==> src/rtl/regfile_wb_arbiter.sv <==
// rtl/regfile_wb_arbiter.sv - two-requester writeback arbiter for the register-file write port
//
// Purpose: requester A (ALU results) and requester B (load results) each push
// {addr, data} writes through a valid/ready handshake into a private FIFO. A
// round-robin arbiter pops one FIFO head per cycle into a registered write port.
//
// Ports:
//   clk                    clock, all state on the rising edge
//   rst                    synchronous active-low reset
//   a_valid/a_ready        requester A handshake
//   a_addr/a_data          requester A destination register and value
//   b_valid/b_ready        requester B handshake
//   b_addr/b_data          requester B destination register and value
//   RegWrite               registered register-file write enable
//   Register_Write_Adress  registered register-file write address
//   Write_Data             registered register-file write data
//   idle                   both FIFOs empty and no write on the port

module regfile_wb_arbiter #(
    parameter int DATA_W = 32,
    parameter int ADDR_W = 5,
    parameter int DEPTH  = 2
) (
    input  logic              clk,
    input  logic              rst,
    input  logic              a_valid,
    output logic              a_ready,
    input  logic [ADDR_W-1:0] a_addr,
    input  logic [DATA_W-1:0] a_data,
    input  logic              b_valid,
    output logic              b_ready,
    input  logic [ADDR_W-1:0] b_addr,
    input  logic [DATA_W-1:0] b_data,
    output logic              RegWrite,
    output logic [ADDR_W-1:0] Register_Write_Adress,
    output logic [DATA_W-1:0] Write_Data,
    output logic              idle
);

    localparam int PTR_W = $clog2(DEPTH);
    localparam int CNT_W = PTR_W + 1;
    localparam int ENT_W = ADDR_W + DATA_W;

    logic [ENT_W-1:0]  a_mem_q [DEPTH];
    logic [PTR_W-1:0]  a_wr_q, a_rd_q;
    logic [CNT_W-1:0]  a_cnt_q;
    logic [ENT_W-1:0]  b_mem_q [DEPTH];
    logic [PTR_W-1:0]  b_wr_q, b_rd_q;
    logic [CNT_W-1:0]  b_cnt_q;

    // Set when B took the most recent grant; reset leaves it set so A wins first.
    logic              rr_last_b_q;

    logic              we_q;
    logic [ADDR_W-1:0] waddr_q;
    logic [DATA_W-1:0] wdata_q;

    logic              a_nonempty, b_nonempty, a_full, b_full;
    logic              a_push, b_push, grant_a, grant_b;
    logic [ENT_W-1:0]  a_head, b_head, grant_head;
    logic [ADDR_W-1:0] a_head_addr, b_head_addr, grant_addr;

    assign a_nonempty  = (a_cnt_q != '0);
    assign b_nonempty  = (b_cnt_q != '0);
    assign a_full      = (a_cnt_q == CNT_W'(DEPTH));
    assign b_full      = (b_cnt_q == CNT_W'(DEPTH));

    // Ready depends only on occupancy: a full FIFO stays not-ready even while popping.
    assign a_ready     = !a_full;
    assign b_ready     = !b_full;
    assign a_push      = a_valid && !a_full;
    assign b_push      = b_valid && !b_full;

    assign a_head      = a_mem_q[a_rd_q];
    assign b_head      = b_mem_q[b_rd_q];
    assign a_head_addr = a_head[ENT_W-1:DATA_W];
    assign b_head_addr = b_head[ENT_W-1:DATA_W];

    always_comb begin
        grant_a = 1'b0;
        grant_b = 1'b0;
        if (a_nonempty && b_nonempty) begin
            // Same destination: B (the older load) goes first so A's value is the one left behind.
            if ((a_head_addr == b_head_addr) && (a_head_addr != '0)) begin
                grant_b = 1'b1;
            end else if (rr_last_b_q) begin
                grant_a = 1'b1;
            end else begin
                grant_b = 1'b1;
            end
        end else if (a_nonempty) begin
            grant_a = 1'b1;
        end else if (b_nonempty) begin
            grant_b = 1'b1;
        end
    end

    assign grant_head = grant_b ? b_head : a_head;
    assign grant_addr = grant_head[ENT_W-1:DATA_W];

    // Storage needs no reset: pointers and counts define which entries are live.
    always_ff @(posedge clk) begin
        if (a_push) a_mem_q[a_wr_q] <= {a_addr, a_data};
        if (b_push) b_mem_q[b_wr_q] <= {b_addr, b_data};
    end

    always_ff @(posedge clk) begin
        if (!rst) begin
            a_wr_q      <= '0;
            a_rd_q      <= '0;
            a_cnt_q     <= '0;
            b_wr_q      <= '0;
            b_rd_q      <= '0;
            b_cnt_q     <= '0;
            rr_last_b_q <= 1'b1;
            we_q        <= 1'b0;
            waddr_q     <= '0;
            wdata_q     <= '0;
        end else begin
            if (a_push)  a_wr_q <= a_wr_q + 1'b1;
            if (grant_a) a_rd_q <= a_rd_q + 1'b1;
            case ({a_push, grant_a})
                2'b10:   a_cnt_q <= a_cnt_q + 1'b1;
                2'b01:   a_cnt_q <= a_cnt_q - 1'b1;
                default: a_cnt_q <= a_cnt_q;
            endcase

            if (b_push)  b_wr_q <= b_wr_q + 1'b1;
            if (grant_b) b_rd_q <= b_rd_q + 1'b1;
            case ({b_push, grant_b})
                2'b10:   b_cnt_q <= b_cnt_q + 1'b1;
                2'b01:   b_cnt_q <= b_cnt_q - 1'b1;
                default: b_cnt_q <= b_cnt_q;
            endcase

            // A write to r0 is still a grant: it pops and moves the round-robin pointer,
            // but the enable stays low.
            if (grant_a || grant_b) begin
                rr_last_b_q <= grant_b;
                we_q        <= (grant_addr != '0);
                waddr_q     <= grant_addr;
                wdata_q     <= grant_head[DATA_W-1:0];
            end else begin
                we_q        <= 1'b0;
            end
        end
    end

    assign RegWrite              = we_q;
    assign Register_Write_Adress = waddr_q;
    assign Write_Data            = wdata_q;
    assign idle                  = !a_nonempty && !b_nonempty && !we_q;

endmodule

==> config.mk <==
export PLATFORM = sky130hd
export DESIGN_NAME = regfile_wb_arbiter
export DESIGN_NICKNAME = d
export VERILOG_FILES = /design/src/rtl/regfile_wb_arbiter.sv
export SDC_FILE = /design/constraint.sdc
export NUM_CORES = 1
export LEC_CHECK = 0
export ABC_AREA = 0
export CAP_MARGIN = 40
export CORE_UTILIZATION = 45
export CTS_BUF_LIST = sky130_fd_sc_hd__clkbuf_4 sky130_fd_sc_hd__clkbuf_8
export DETAILED_ROUTE_END_ITERATION = 8
export HOLD_SLACK_MARGIN = 0.05
export PLACE_DENSITY_LB_ADDON = 0.3
export SYNTH_ARGS = -nofsm -noshare
export SYNTH_HDL_FRONTEND = slang
export SYNTH_SLANG_ARGS = --single-unit
==> constraint.sdc <==
create_clock -name clk -period 2.97 [get_ports clk]
set_input_delay 0.594 -clock clk [delete_from_list [all_inputs] [get_ports clk]]
set_output_delay 0.594 -clock clk [all_outputs]
set_load 0.02 [all_outputs]
==> key figures, run 1 <==
Outcome
  – Outcome: completed

Final layout
  – Net count reported at finish: ~680
  – Layout cells sized above 1: 0.0980
  – Commonest non-fill, non-tap cells in the layout: edfxtp_1, clkdlybuf4s50_1, nand2_1
  – ANT cells: 0
  – Synthesis-to-layout area growth: 25.9%
  – Final Util: 0.584
  – Most common cell after layout, fill and taps aside: edfxtp_1

Yosys
  – Simple-Gate Fraction of Synth Area: 0.0638
  – Mapped Cells: about 470
  – Mean Syn Cell Area: approximately 16 um2
  – Post-synthesis sequential area ratio: 0.734
  – Mux share of post-synthesis cell area: 0.103
  – Xor-xnor portion of the synthesized cell area: 0.0107
  – Post-synth top area cell: edfxtp_1
  – Largest family of logic cells by synthesized area: multiplexers
  – Synthesis warning total: 0
  – Post-synth top area share: 0.601
  – FF+latch count, synth: 197
  – Post-synthesis net count: ~550
  – Adder-cell area share of the yosys netlist: 0.00339
  – Synth top area cells: edfxtp_1, dfxtp_1, mux2i_1
  – Netlist cell types: 36
  – Compound-Gate Fraction of Synth Area: 0.0664
  – Synth Cell Area: 0.00739 mm2

Clocking
  – Clock sinks: around 200
  – H-Tree Depth: 4
  – Clk_lat worst skew: about 0.47 ns
  – CTS Buf Count: 17
  – Postcts setup bufs: 0
  – CTS root buf: clkbuf_8
  – Clk buf depth: 2
  – Cts repair resizes: 0
  – CTS clk-pin slew, worst paths: around 0.1 ns
  – CTS tree: built
  – CTS hold repair buffers: 0

Critical path
  – Worst path required time: approximately 3.4 ns
  – CP max-delay cell: dfxtp_2
  – Critical path arrival: 2.95 ns
  – Largest stage delay, worst path: 0.45 ns
  – CP cell instances: mux2i_1 > xor2_1 > o41ai_2 > a21bo_2 > ha_1 > or3_1 > a21boi_0
  – Worst path top cell family by delay: compound AO/OA/AOI/OAI gates
  – Maximum net fanout on the critical path: 9
  – R2r setup slk: approximately 0.41 ns
  – CP Buf/Inv Count: 0
  – Crit path kind: register to register
  – Endpoint class of the critical path: register
  – Critical Path Start Type: register

Global routing
  – Total congestion overflow after global routing: 0
  – First-pass GRT wire length: about 24 mm
  – Largest net degree at the start of global routing: 39
  – Antenna violations before repair: 0
  – GRT Resource Usage Total: 0.193
  – Vias in the first global route: 4424

Detailed routing
  – DR vias/cell: around 5.2
  – DRT iter0 DRCs: 359
  – Routed Antenna Nets: 0
  – DRT Pass-1 Iters: 4
  – WL/cell: roughly 19 um
  – Number of remaining DRC errors: 0
  – Wirelength, routed: ~16 mm
  – Vias: between 4000 and 5000

Timing
  – Peak Freq: around 390 MHz
  – Slew HR: 0.455
  – Final min period: approximately 2.6 ns
  – Clk_skew: between 0.015 and 0.02 ns
  – Final period util: 0.861
  – Final Hold Viols: 0
  – Setup TNS Final: 0 ns
  – Worst slew pin tran: around 0.82 ns
  – Setup violators final: 0
  – RSZ-0062 raised after global routing: no
  – Fin. max-slew vios: 0

Min path
  – Worst min path class: register to register
  – Hold_sp: Write_Data[1]

Floorplan
  – Placement Rows: 46
  – Die Ht: around 130 um
  – Initial core utilization: 0.464
  – Die Wd: roughly 130 um
  – Io pins: roughly 120
  – Total core area: 0.0159 mm2
  – Die ar.: ~0.017 mm2

Pwr
  – Total Power: roughly 8 mW
  – Max IR drop VDD: about 0.33 mV
  – Power Density: 870 mW/mm2
  – Leakage: about 3.2 nW

Placement
  – Port Buffers: roughly 120
  – Gpl congestion: slightly below 0.9
  – DP Wirelength: about 10 mm

Flow run
  – Max-cap violations: 0
==> cell usage after synthesis <==
library cell and instances:
inv_2 2, edfxtp_1 148, nor2_1 5, a32o_1 36, a21bo_2 2, buf_2 4
nand3_1 2, and3_1 2, a21boi_0 2, or4b_2 1, or4_1 2, buf_1 1
o22ai_1 2, nand2_1 79, buf_6 3, mux2i_1 76, nand2b_1 3, a31oi_1 1
and2_1 8, dfxtp_1 49, o21ai_0 5, nor3_1 1, or2_1 1, o21ai_1 1
o41ai_2 1, or3_1 2, inv_1 1, nor2b_1 1, o21a_1 3, xnor2_1 5
xor2_1 4, or4b_1 1, buf_4 2, ha_1 2, o21bai_1 1, clkbuf_1 15
==> through the flow <==
| step | hold slack (ns) | cells | instance area (um2) | setup slack (ns) |
|---|---|---|---|---|
| 2_1_floorplan | 0.441 | 474 | 7390 | 0.163 |
| 3_3_place_gp | 0.452 | 796 | 8880 | 0.502 |
| 3_5_place_dp | 0.455 | 796 | 8880 | 0.449 |
| 4_1_cts | 0.475 | 828 | 9300 | 0.386 |
| 5_1_grt | 0.505 | 828 | 9300 | 0.288 |
| 6_report | 0.471 | 828 | 9300 | 0.413 |
==> logic make-up after synthesis <==
kind of cell | after synthesis
adders and majority gates | 2
and+or+nand+nor | 108
buffers and inverters | 28
xor gates and xnor gates | 9
muxes | 76
DFF | 197
AOI/OAI and AO/OA | 54
==> flip-flops by register name, summed over array words and instances (netlist names), named ones only <==
signal	cells
a_wr_q	1
Register_Write_Adress	5
rr_last_b_q	1
Write_Data	32
a_rd_q	1
b_wr_q	1
b_rd_q	1
a_mem_q	74
RegWrite	1
b_cnt_q	2
a_cnt_q	2
b_mem_q	74
==> routing by layer <==
metal | GRT usage | up-vias | wire length (um)
met5 | 0 | - | 0
met1 | 0.236 | 2119 | 6290
met3 | 0.0377 | 20 | 936
met4 | 0.0834 | 0 | 284
met2 | 0.333 | 136 | 8010
li1 | - | 2049 | -
==> path summary, 6_finish.rpt <==
check	to	cells past startpoint
min	Write_Data[1]	1
max reg2reg	a_cnt_q[1]	7
max	a_cnt_q[1]	7
min reg2reg	Write_Data[1]	1
==> worst reg2reg max path, stage by stage (launching register included) <==
cell and delay [ns]:
dfxtp_2 0.45, mux2i_1 0.34, xor2_1 0.13, o41ai_2 0.43, a21bo_2 0.31, ha_1 0.32
or3_1 0.35, a21boi_0 0.15
==> final cells by class <==
type                    instances  area (um2)
fillers                      1243        6640
flip-flops and latches        197        5430
multi-input cells             249        1860
repair buffers                131        1320
clock buffers                  21         270
well taps                     216         270
clock inverters                11         150
inverters                       3        11.3
==> power by group <==
part	internal, mW	switching (mW)
clock network	0.888	0.896
registers	3.49	0.227
logic	1.15	1.45
No activity file was read; power rests on OpenSTA's default activity.
==> run 2, diff against run 1 <==
Settings changed: CORE_UTILIZATION 45 to 40, CTS_CLUSTER_DIAMETER set to 100.
==> key figures, run 2 (synthesized netlist as in run 1, its figures left out) <==
Timing
  – Peak Freq: 370 MHz (-5.4%)
  – Final period util: 0.910 (+0.0491)
  – RSZ-0062 raised after global routing: no
  – Worst slew pin tran: 0.565 ns (-0.253 ns)
  – Fin. max-slew vios: 0 (unchanged)
  – Slew HR: 0.623 (+0.169)
  – Setup violators final: 0 (unchanged)
  – Clk_skew: 0.0131 ns (-0.00556 ns)
  – Final Hold Viols: 0 (unchanged)
  – Setup TNS Final: 0 ns (unchanged)
  – Setup ws final: 0.267 ns (-0.146 ns)
  – Final min period: 2.70 ns (+0.146 ns)

Clocking
  – CTS clk-pin slew, worst paths: 0.10 ns (about the same)
  – CTS root buf: clkbuf_8
  – CTS tree: built
  – Clk_lat worst skew: 0.47 ns (about the same)
  – Clk buf depth: 2 (unchanged)
  – Postcts setup bufs: 0 (unchanged)
  – CTS Buf Count: 17 (unchanged)
  – H-Tree Depth: 4 (unchanged)
  – Clock sinks: 197 (unchanged)

Critical path
  – Critical Path Start Type: register
  – Critical path arrival: 3.10 ns (+0.15 ns)
  – Maximum net fanout on the critical path: 20 (+11)
  – Worst path required time: 3.37 ns (about the same)
  – Crit path kind: register to register
  – R2R depth: 9 (+2)
  – Endpoint class of the critical path: register

Pwr
  – Switching part of the total: 0.328 (+0.0108)
  – Leakage: 3.18 nW (-0.23%)
  – Part of the power in the clock network: 0.207 (-0.013)
  – Internal power: 5.35 mW (-3.2%)
  – Max IR drop VDD: 0.417 mV (+25%)
  – Reg power frac: 0.467 (+0.008)
  – Comb power frac: 0.326 (+0.005)
  – Power Density: 856 mW/mm2 (-1.6%)
  – Net Sw Power: 2.61 mW (+1.7%)

Global routing
  – Total congestion overflow after global routing: 0 (unchanged)
  – First-pass GRT wire length: 23.1 mm (-2.2%)
  – GRT Resource Usage Total: 0.167 (-0.0264)
  – Largest net degree at the start of global routing: 38 (-2.6%)
  – Vias in the first global route: 4452 (+0.63%)
  – Antenna violations before repair: 0 (unchanged)

Detailed routing
  – DRT iter0 DRCs: 168 (-53%)
  – Vias: 4282 (-0.97%)
  – Routed Antenna Nets: 0 (unchanged)
  – DR vias/cell: 5.07 (-3.0%)
  – Wirelength, routed: 14.9 mm (-4.0%)
  – DRT Pass-1 Iters: 4 (unchanged)
  – WL/cell: 17.6 um (-5.9%)
  – Number of remaining DRC errors: 0 (unchanged)

Min path
  – Worst min path class: register to register
  – Hold_sp: Write_Data[31]
  – WHS Path Cells: 1 (unchanged)

Final layout
  – FILL cells: 1531 (+23%)
  – Synthesis-to-layout area growth: 25.7% (about the same)
  – Final Util: 0.516 (-0.0679)
  – ANT cells: 0 (unchanged)
  – Net count reported at finish: 683 (+0.59%)
  – Commonest non-fill, non-tap cells in the layout: edfxtp_1, clkdlybuf4s50_1, nand2_1
  – Layout cells sized above 1: 0.104 (+0.00586)
  – Most common cell after layout, fill and taps aside: edfxtp_1

Floorplan
  – Die Ht: 138 um (+6.0%)
  – Io pins: 119 (unchanged)
  – Total core area: 0.0180 mm2 (+13%)
  – Die Wd: 138 um (+6.0%)
  – Die ar.: 0.0190 mm2 (+12%)
  – Placement Rows: 49 (+6.5%)
  – Initial core utilization: 0.410 (-0.0536)

Placement
  – Gpl congestion: 0.766 (-11%)
  – DP Wirelength: 10.3 mm (+0.71%)
  – Port Buffers: 118 (unchanged)
  – Pre-CTS WS: 0.185 ns (-0.265 ns)

Flow run
  – Max-cap violations: 0 (unchanged)

Outcome
  – Outcome: completed
[run 2: worst paths after layout]
check	end	slack (ns)
worst min-delay path	Write_Data[31]	0.48
worst max register to register	a_cnt_q[1]	0.27
worst max-delay path	a_cnt_q[1]	0.27
worst min register to register	Write_Data[31]	0.48
[run 2: through the flow]
| step | instance area (um2) | instances | hold WS, ns | total power [mW] |
|---|---|---|---|---|
| final | 9300 | 845 | 0.477 | 7.96 |
| after global placement | 8900 | 813 | 0.453 | 6.32 |
| after detailed placement | 8900 | 813 | 0.457 | 6.40 |
| after floorplan | 7390 | 474 | 0.441 | 5.42 |
| after CTS | 9290 | 845 | 0.480 | 8.05 |
| after global routing | 9300 | 845 | 0.505 | 8.40 |
[run 2: layout make-up]
class / instances / area [um2] / area share
Multi-Input combinational cell: 249 / 1870 / 0.201
Sequential cell: 197 / 5430 / 0.584
Tap cell: 229 / 287 / 0.0308
Clock buffer: 18 / 241 / 0.0260
Inverter: 3 / 11.3 / 0.00121
Timing Repair Buffer: 135 / 1320 / 0.142
Clock inverter: 14 / 141 / 0.0152
[run 2: critical path: stages (launching register included)]
cell,delay (ns)
dfxtp_2,0.41
buf_4,0.35
mux2i_1,0.33
nand2_1,0.08
o21bai_1,0.26
nand2_1,0.09
a21bo_2,0.25
ha_1,0.32
or3_1,0.36
a21boi_0,0.17
[run 2: power by group through the flow]
stage	clock network, mW	logic [mW]	registers (mW)
after global routing	1.81	2.83	3.77
after floorplan	0	1.50	3.92
after CTS	1.70	2.63	3.72
after detailed placement	0	2.62	3.78
final	1.65	2.60	3.72
after global placement	0	2.55	3.76
[run 2: timing repair]
action                                  in CTS  in global routing
gates resized for setup                      0                  1
hold buffers                                 0                  0
endpoints found under the setup margin       0                  1
[run 2: routing by layer]
layer	up-vias	share of wire	GRT usage	wire length [um]
met5	-	0	0	0
met3	18	0.042	0.0417	625
met2	97	0.51	0.288	7640
met1	2111	0.43	0.202	6420
li1	2056	-	-	-
met4	0	0.015	0.0586	219
